### config.mk
export PLATFORM = sky130hd
export DESIGN_NAME = mc_control_unit_flat
export DESIGN_NICKNAME = d
export VERILOG_FILES = /design/src/rtl/mc_control_unit_if.sv /design/src/rtl/mc_control_unit.sv /design/src/flat_wrapper.sv
export SDC_FILE = /design/constraint.sdc
export NUM_CORES = 1
export LEC_CHECK = 0
export ABC_AREA = 1
export CAP_MARGIN = 20
export CORE_ASPECT_RATIO = 1.1
export CORE_MARGIN = 4
export CORE_UTILIZATION = 48
export DETAILED_ROUTE_END_ITERATION = 6
export PLACE_DENSITY = 0.86
export RECOVER_POWER = 50
export SLEW_MARGIN = 10
export SYNTH_ARGS = -nofsm -noshare
export SYNTH_HDL_FRONTEND = slang
export SYNTH_SLANG_ARGS = --single-unit
### constraint.sdc
create_clock -name clk -period 3.4 [get_ports clk]
set_input_delay 0.85 -clock clk [delete_from_list [all_inputs] [get_ports clk]]
set_output_delay 0.85 -clock clk [all_outputs]
set_load 0.03 [all_outputs]
### src/rtl/mc_control_unit_if.sv
// mc_control_unit_if: instruction/data memory and mul/div handshake bundle for mc_control_unit
// Signals: imem_req/imem_ready/ir_write (fetch), dmem_req/dmem_we/dmem_ready (data access),
//   muldiv_start/muldiv_op/muldiv_done (mul/div unit).
// master = control unit side, slave = memory / mul-div side.
interface mc_control_unit_if;
    logic       imem_req;
    logic       imem_ready;
    logic       ir_write;
    logic       dmem_req;
    logic       dmem_we;
    logic       dmem_ready;
    logic       muldiv_start;
    logic [2:0] muldiv_op;
    logic       muldiv_done;
    modport master (
        output imem_req, ir_write, dmem_req, dmem_we, muldiv_start, muldiv_op,
        input  imem_ready, dmem_ready, muldiv_done
    );
    modport slave (
        input  imem_req, ir_write, dmem_req, dmem_we, muldiv_start, muldiv_op,
        output imem_ready, dmem_ready, muldiv_done
    );
endinterface

### src/rtl/mc_control_unit.sv
// mc_control_unit: multi-cycle RV32I control FSM sequencing FETCH/DECODE/EXEC/MEM/WB with TRAP
// Ports: clk, rst (asynchronous, active-high); bus (mc_control_unit_if.master) for memory and
//   mul/div handshakes; opcode/funct3/funct7 from the IR; br_taken from the ALU;
//   pc_write/pc_src, alu_src/alu_op, reg_write/wb_sel to the datapath; illegal/trapped/state status.
// Build option: define CU_RV32M_EN to accept RV32M (funct7=0000001) and sequence the mul/div unit.
module mc_control_unit #(
    parameter int MEM_TIMEOUT = 16,
    parameter int CNT_W = $clog2(MEM_TIMEOUT + 1)
) (
    input  logic              clk,
    input  logic              rst,
    mc_control_unit_if.master bus,
    input  logic [6:0]        opcode,
    input  logic [2:0]        funct3,
    input  logic [6:0]        funct7,
    input  logic              br_taken,
    output logic              pc_write,
    output logic [1:0]        pc_src,
    output logic [1:0]        alu_src,
    output logic [3:0]        alu_op,
    output logic              reg_write,
    output logic [1:0]        wb_sel,
    output logic              illegal,
    output logic              trapped,
    output logic [2:0]        state
);
    // a disabled timeout still needs a 1-bit counter to keep the logic well-formed
    localparam int CW = CNT_W < 1 ? 1 : CNT_W;
`ifdef CU_RV32M_EN
    localparam logic M_EN = 1'b1;
`else
    localparam logic M_EN = 1'b0;
`endif
    localparam logic [6:0] OP_R = 7'b0110011, OP_I = 7'b0010011, OP_LOAD = 7'b0000011,
                           OP_STORE = 7'b0100011, OP_BRANCH = 7'b1100011, OP_JAL = 7'b1101111,
                           OP_JALR = 7'b1100111, OP_LUI = 7'b0110111, OP_AUIPC = 7'b0010111;
    localparam logic [3:0] ALU_ADD = 4'd0, ALU_SUB = 4'd1, ALU_AND = 4'd2, ALU_OR = 4'd3,
                           ALU_XOR = 4'd4, ALU_SLL = 4'd5, ALU_SRL = 4'd6, ALU_SRA = 4'd7,
                           ALU_SLT = 4'd8, ALU_SLTU = 4'd9;
    typedef enum logic [2:0] {
        FETCH = 3'b000, DECODE = 3'b001, EXEC = 3'b010, MEM = 3'b011, WB = 3'b100, TRAP = 3'b111
    } state_t;
    typedef enum logic [2:0] {
        C_ALU, C_LOAD, C_STORE, C_BRANCH, C_JAL, C_JALR, C_UPPER, C_MULDIV
    } cls_t;
    state_t        st, nxt;
    cls_t          cls, dcls;
    logic          dlegal, ready, timeout, md_done;
    logic [CW-1:0] cnt;
    logic [3:0]    rop;
`ifdef CU_RV32M_EN
    logic ex_d;
    assign md_done = bus.muldiv_done;
    always_ff @(posedge clk or posedge rst)
        if (rst) ex_d <= 1'b0;
        else ex_d <= st == EXEC;
`else
    logic unused_done;
    assign md_done = 1'b1;
    assign unused_done = bus.muldiv_done;
`endif
    always_comb begin
        dcls = C_ALU;
        dlegal = 1'b1;
        case (opcode)
            OP_R: begin
                dcls = M_EN && funct7 == 7'b0000001 ? C_MULDIV : C_ALU;
                dlegal = funct7 == 7'b0000000 || (M_EN && funct7 == 7'b0000001) ||
                         (funct7 == 7'b0100000 && (funct3 == 3'b000 || funct3 == 3'b101));
            end
            OP_I: dlegal = funct3 == 3'b001 ? funct7 == 7'b0000000 :
                           funct3 == 3'b101 ? (funct7 == 7'b0000000 || funct7 == 7'b0100000) : 1'b1;
            OP_LOAD: dcls = C_LOAD;
            OP_STORE: dcls = C_STORE;
            OP_BRANCH: dcls = C_BRANCH;
            OP_JAL: dcls = C_JAL;
            OP_JALR: dcls = C_JALR;
            OP_LUI, OP_AUIPC: dcls = C_UPPER;
            default: dlegal = 1'b0;
        endcase
    end
    // funct7[5] selects SUB only for R-type; for shifts it selects SRA in both R and I forms
    always_comb
        case (funct3)
            3'b000: rop = opcode == OP_R && funct7[5] ? ALU_SUB : ALU_ADD;
            3'b001: rop = ALU_SLL;
            3'b010: rop = ALU_SLT;
            3'b011: rop = ALU_SLTU;
            3'b100: rop = ALU_XOR;
            3'b101: rop = funct7[5] ? ALU_SRA : ALU_SRL;
            3'b110: rop = ALU_OR;
            default: rop = ALU_AND;
        endcase
    assign ready = st == FETCH ? bus.imem_ready : bus.dmem_ready;
    assign timeout = MEM_TIMEOUT != 0 && cnt == CW'(MEM_TIMEOUT) && !ready;
    always_comb begin
        nxt = st;
        case (st)
            FETCH: nxt = ready ? DECODE : timeout ? TRAP : FETCH;
            DECODE: nxt = dlegal ? EXEC : TRAP;
            EXEC: nxt = cls == C_BRANCH ? FETCH :
                        (cls == C_LOAD || cls == C_STORE) ? MEM :
                        (cls == C_MULDIV && !md_done) ? EXEC : WB;
            MEM: nxt = ready ? (cls == C_STORE ? FETCH : WB) : timeout ? TRAP : MEM;
            WB: nxt = FETCH;
            default: nxt = TRAP;
        endcase
    end
    always_ff @(posedge clk or posedge rst)
        if (rst) begin
            st <= FETCH;
            cls <= C_ALU;
            cnt <= '0;
        end else begin
            st <= nxt;
            if (st == DECODE) cls <= dcls;
            if ((nxt == FETCH || nxt == MEM) && nxt != st) cnt <= '0;
            else if ((st == FETCH || st == MEM) && !ready) cnt <= cnt + 1'b1;
        end
    always_comb begin
        bus.imem_req = 1'b0;
        bus.ir_write = 1'b0;
        bus.dmem_req = 1'b0;
        bus.dmem_we = 1'b0;
        bus.muldiv_start = 1'b0;
        pc_write = 1'b0;
        pc_src = 2'b00;
        alu_src = 2'b00;
        alu_op = ALU_ADD;
        reg_write = 1'b0;
        wb_sel = 2'b00;
        illegal = 1'b0;
        trapped = 1'b0;
        if (!rst)
            case (st)
                FETCH: begin
                    bus.imem_req = 1'b1;
                    bus.ir_write = bus.imem_ready;
                end
                DECODE: illegal = !dlegal;
                EXEC: begin
                    alu_src = cls == C_ALU ? (opcode == OP_R ? 2'b00 : 2'b01) :
                              (cls == C_LOAD || cls == C_STORE || cls == C_JALR) ? 2'b01 :
                              (cls == C_JAL || cls == C_UPPER) ? 2'b10 : 2'b00;
                    alu_op = cls == C_ALU ? rop : cls == C_BRANCH ? ALU_SUB : ALU_ADD;
                    pc_write = cls == C_BRANCH;
                    pc_src = {1'b0, cls == C_BRANCH && br_taken};
`ifdef CU_RV32M_EN
                    bus.muldiv_start = cls == C_MULDIV && !ex_d;
`endif
                end
                MEM: begin
                    bus.dmem_req = 1'b1;
                    bus.dmem_we = cls == C_STORE;
                    pc_write = cls == C_STORE && bus.dmem_ready;
                end
                WB: begin
                    reg_write = 1'b1;
                    pc_write = 1'b1;
                    wb_sel = cls == C_LOAD ? 2'b01 : (cls == C_JAL || cls == C_JALR) ? 2'b10 :
                             cls == C_MULDIV ? 2'b11 : 2'b00;
                    pc_src = cls == C_JAL ? 2'b01 : cls == C_JALR ? 2'b10 : 2'b00;
                end
                TRAP: trapped = 1'b1;
                default: ;
            endcase
    end
    assign bus.muldiv_op = rst ? 3'b000 : funct3;
    assign state = st;
endmodule

### src/flat_wrapper.sv
// flat-port wrapper written by rule: the top's interface ports become plain ports
module mc_control_unit_flat 
#(
    parameter int MEM_TIMEOUT = 16,
    parameter int CNT_W = $clog2(MEM_TIMEOUT + 1)
)
  (clk, rst, opcode, funct3, funct7, br_taken, pc_write, pc_src, alu_src, alu_op, reg_write, wb_sel, illegal, trapped, state, bus_imem_req, bus_ir_write, bus_dmem_req, bus_dmem_we, bus_muldiv_start, bus_muldiv_op, bus_imem_ready, bus_dmem_ready, bus_muldiv_done);
  mc_control_unit_if bus_i ();
  input  logic clk;
  input  logic rst;
  input  logic [6:0] opcode;
  input  logic [2:0] funct3;
  input  logic [6:0] funct7;
  input  logic br_taken;
  output logic pc_write;
  output logic [1:0] pc_src;
  output logic [1:0] alu_src;
  output logic [3:0] alu_op;
  output logic reg_write;
  output logic [1:0] wb_sel;
  output logic illegal;
  output logic trapped;
  output logic [2:0] state;
  output wire logic [$bits(bus_i.imem_req)-1:0] bus_imem_req;
  output wire logic [$bits(bus_i.ir_write)-1:0] bus_ir_write;
  output wire logic [$bits(bus_i.dmem_req)-1:0] bus_dmem_req;
  output wire logic [$bits(bus_i.dmem_we)-1:0] bus_dmem_we;
  output wire logic [$bits(bus_i.muldiv_start)-1:0] bus_muldiv_start;
  output wire logic [$bits(bus_i.muldiv_op)-1:0] bus_muldiv_op;
  input wire logic [$bits(bus_i.imem_ready)-1:0] bus_imem_ready;
  input wire logic [$bits(bus_i.dmem_ready)-1:0] bus_dmem_ready;
  input wire logic [$bits(bus_i.muldiv_done)-1:0] bus_muldiv_done;
  assign bus_imem_req = bus_i.imem_req;
  assign bus_ir_write = bus_i.ir_write;
  assign bus_dmem_req = bus_i.dmem_req;
  assign bus_dmem_we = bus_i.dmem_we;
  assign bus_muldiv_start = bus_i.muldiv_start;
  assign bus_muldiv_op = bus_i.muldiv_op;
  assign bus_i.imem_ready = bus_imem_ready;
  assign bus_i.dmem_ready = bus_dmem_ready;
  assign bus_i.muldiv_done = bus_muldiv_done;
  mc_control_unit #(.MEM_TIMEOUT(MEM_TIMEOUT), .CNT_W(CNT_W)) u_core (.clk(clk), .rst(rst), .bus(bus_i), .opcode(opcode), .funct3(funct3), .funct7(funct7), .br_taken(br_taken), .pc_write(pc_write), .pc_src(pc_src), .alu_src(alu_src), .alu_op(alu_op), .reg_write(reg_write), .wb_sel(wb_sel), .illegal(illegal), .trapped(trapped), .state(state));
endmodule
==> run_results.csv <==
group,metric,value,unit
outcome,run_status,"completed",
cts,ctsRootBufferMaster,"clkbuf_4",
power_and_ir_drop,internal_power,0.210,mW
setup_path,critPathMaxFanout,9,
floorplanning,die_width,56.7,um
cts,htree_num_levels,1,
placement,post-place-ws,0.0619,ns
power_and_ir_drop,switching_share,26.8,%
yosys,post_syn_nets,228,
yosys,synth_async_sr_flop_share,100,%
sta,report.final.setup_viol,0,
setup_path,critPathKind,"input port to primary output",
sta,skew,0.00404,ns
drt,drtPass1Iterations,4,
finish,post_route_cells_drive_above_1_share,16.2,%
floorplanning,core,2500,um^2
global_routing,first_global_vias,1251,
flow_run,cap_violations,0,
sta,number_of_hold_violations_in_the_final_report,0,
placement,port_buffers,45,
cts,clkLatencyLatePin,0.28,ns
drt,drt_wl_total,2990,um
drt,drcViolationCount,0,
floorplanning,initial_utilization,50.2,%
global_routing,grt_max_degree,13,
drt,drt-initial-drc-count,50,
yosys,synth.lib_cells_used.distinct,33,
placement,gp_routability_congestion,0.793,
global_routing,global_route_wire_length_before_repair,5060,um
drt,detailroute.via_count,1397,
power_and_ir_drop,seq_power_share,45.6,%
drt,drt-wirelength-per-cell,10.5,um
sta,final.period_utilization,96.7,%
sta,final.min_clock_period,3.29,ns
finish,area_growth_syn_to_layout,38.6,%
power_and_ir_drop,vdd_drop_max,244,uV
cts,clkSinkCount,11,
finish,finish.net_count,279,
placement,dp_hpwl,2480,um
cts,clock_tree.buffer_depth,2,
floorplanning,io_pins,48,
global_routing,grt.total_usage,18.1,%
power_and_ir_drop,power_density,165,nW/um^2
power_and_ir_drop,power_share_of_the_clock_group,31.4,%
yosys,synth_enable_flop_cells,0,
setup_path,critical_path_arrival,2.44,ns
sta,setup-tns-final,0,ns
setup_path,timing.critical_path.from_type,"input port",
finish,multi_input_logic_area,778,um^2
cts,cts_setup_buffers,0,
setup_path,setup.reg_to_reg.worst_slack,1.58,ns
yosys,dominantRegCellSynth,"dfrtp_1",
finish,mostFrequentLayoutCell,"nand2_1",
sta,finalMaxSlewViolations,0,
finish,seq_area,275,um^2
hold_path,hold_path_class,"flip-flop to flip-flop",
yosys,synth_area_per_cell,6.18,um^2
power_and_ir_drop,netSwitchingPower,0.0768,mW
finish,mostFrequentLayoutCells,"nand2_1, inv_1, clkdlybuf4s50_1",
cts,cts_inserted_buffers,3,
yosys,synth_area,1250,um^2
yosys,yosys_register_bits,11,
floorplanning,design.die.area,3490,um^2
global_routing,overflow,0,
floorplanning,placementRows,19,
drt,post_dr_vias_cell,4.92,
sta,grt_setup_unrepaired,"no",
cts,cts_tree,"yes",
sta,maxClockFrequency,0.304,GHz
finish,fillCellCount,226,
power_and_ir_drop,power.share.combinational,23.0,%
setup_path,crit_required,2.55,ns
setup_path,crit_path_end_kind,"primary output",
drt,route.antenna.remaining_nets,0,
yosys,netlist_instances,203,
power_and_ir_drop,static-leakage-power,0.914,nW
cts,path_clk_slew,0.06,ns
yosys,synth-seq-area-share,22.0,%
yosys,yosys_warnings,0,
global_routing,initial_antenna_violation_count,0,
sta,setup_ws,0.112,ns
floorplanning,die_height,61.6,um
finish,antennaDiodeCount,0,
area by class of cell:
cell class / instances / share of cell area [%]
Tap cell: 31 / 2.23
Timing Repair Buffer: 49 / 26.3
Inverter: 43 / 9.29
Clock buffer: 4 / 1.51
Sequential cell: 11 / 15.8
Multi-Input combinational cell: 146 / 44.8
per-stage QoR:
stage               hold slack, ns  instance area (um^2)  utilization [%]  std cells  power, mW
finish                       0.633                  1740             69.6        284      0.287
global route                 0.690                  1740             69.6        284      0.303
detailed placement           0.615                  1730             69.3        280      0.200
floorplan                    0.569                  1250                -        203      0.163
global placement             0.597                  1730             69.3        280      0.199
CTS                          0.635                  1760             70.4        284      0.292
metal layers:
| metal | vias up | global-route usage (%) | part of all wire, % |
|---|---|---|---|
| li1 | 736 | - | - |
| met1 | 615 | 21.3 | 44 |
| met2 | 42 | 33.0 | 49 |
| met3 | 4 | 3.35 | 5.9 |
| met4 | 0 | 7.28 | 1.4 |
| met5 | - | 0 | 0 |
synthesized netlist by cell type (2+ instances only):
cell      number  area, um^2
a21oi_1        4        20.0
nand4_1        3        18.8
nor3_2         2        20.0
buf_4          2        15.0
nor2_2         2        12.5
clkinv_1       2        7.51
nor3_1         6        30.0
ha_1           2        25.0
o21ai_0        7        35.0
nand3_1       15        75.1
inv_1         33         124
nand2_2        4        25.0
nand2_4        3        33.8
dfrtp_1       11         275
xor2_1         3        26.3
nor2_4         2        22.5
nand3_4        2        35.0
nand2_1       47         176
nor2_1        30         113
a211oi_1       2        15.0
inv_2          8        30.0
nand3_2        2        20.0
flip-flops by register name, indices dropped and copies added, names as in the netlist:
| register | cells |
|---|---|
| u_core.cnt | 5 |
| u_core.cls | 3 |
| u_core.state | 3 |
final timing paths:
kind	cells past startpoint	from	to
setup / recovery	3	rst	wb_sel[0]
hold / removal	4	u_core.cnt[2]$_DFFE_PP0P_	u_core.cnt[2]$_DFFE_PP0P_
hold reg to reg	4	u_core.cnt[2]$_DFFE_PP0P_	u_core.cnt[2]$_DFFE_PP0P_
min in group asynchronous	3	rst	u_core.cls[2]$_DFFE_PP0P_
setup reg to reg	8	u_core.state[2]$_DFF_PP0_	u_core.cnt[4]$_DFFE_PP0P_
max in group asynchronous	3	rst	u_core.cnt[4]$_DFFE_PP0P_
kinds of logic (layout without fill, tap and decap cells):
kind of cell               after synthesis  in the layout  synth area share (%)
AOI/OAI and AO/OA                       20             20                  11.1
xor gates and xnor gates                 3              3                  2.10
adders and majority gates                2              2                  2.00
buffers and inverters                   46             96                  14.4
DFF                                     11             11                  22.0
other                                    1              1                 0.299
and+or+nand+nor                        120            120                  48.2
timing repair:
action | CTS | global route
hold buffers | 0 | 0
endpoints found under the hold margin | 0 | 0
endpoints found under the setup margin | 0 | 1
resized for setup | 0 | 1
power by group through the flow:
stage	Combinational [mW]	Sequential (mW)	Clock (mW)
floorplan	0.0293	0.133	0
global placement	0.0657	0.133	0
detailed placement	0.0667	0.133	0
global route	0.0721	0.131	0.100
CTS	0.0670	0.131	0.0947
finish	0.0659	0.131	0.0899
critical path, cell delays in order:
cell and delay, ns:
clkdlybuf4s50_1 0.58, a211oi_1 0.30, clkdlybuf4s50_1 0.71
No activity file was read; power rests on OpenSTA's default activity.
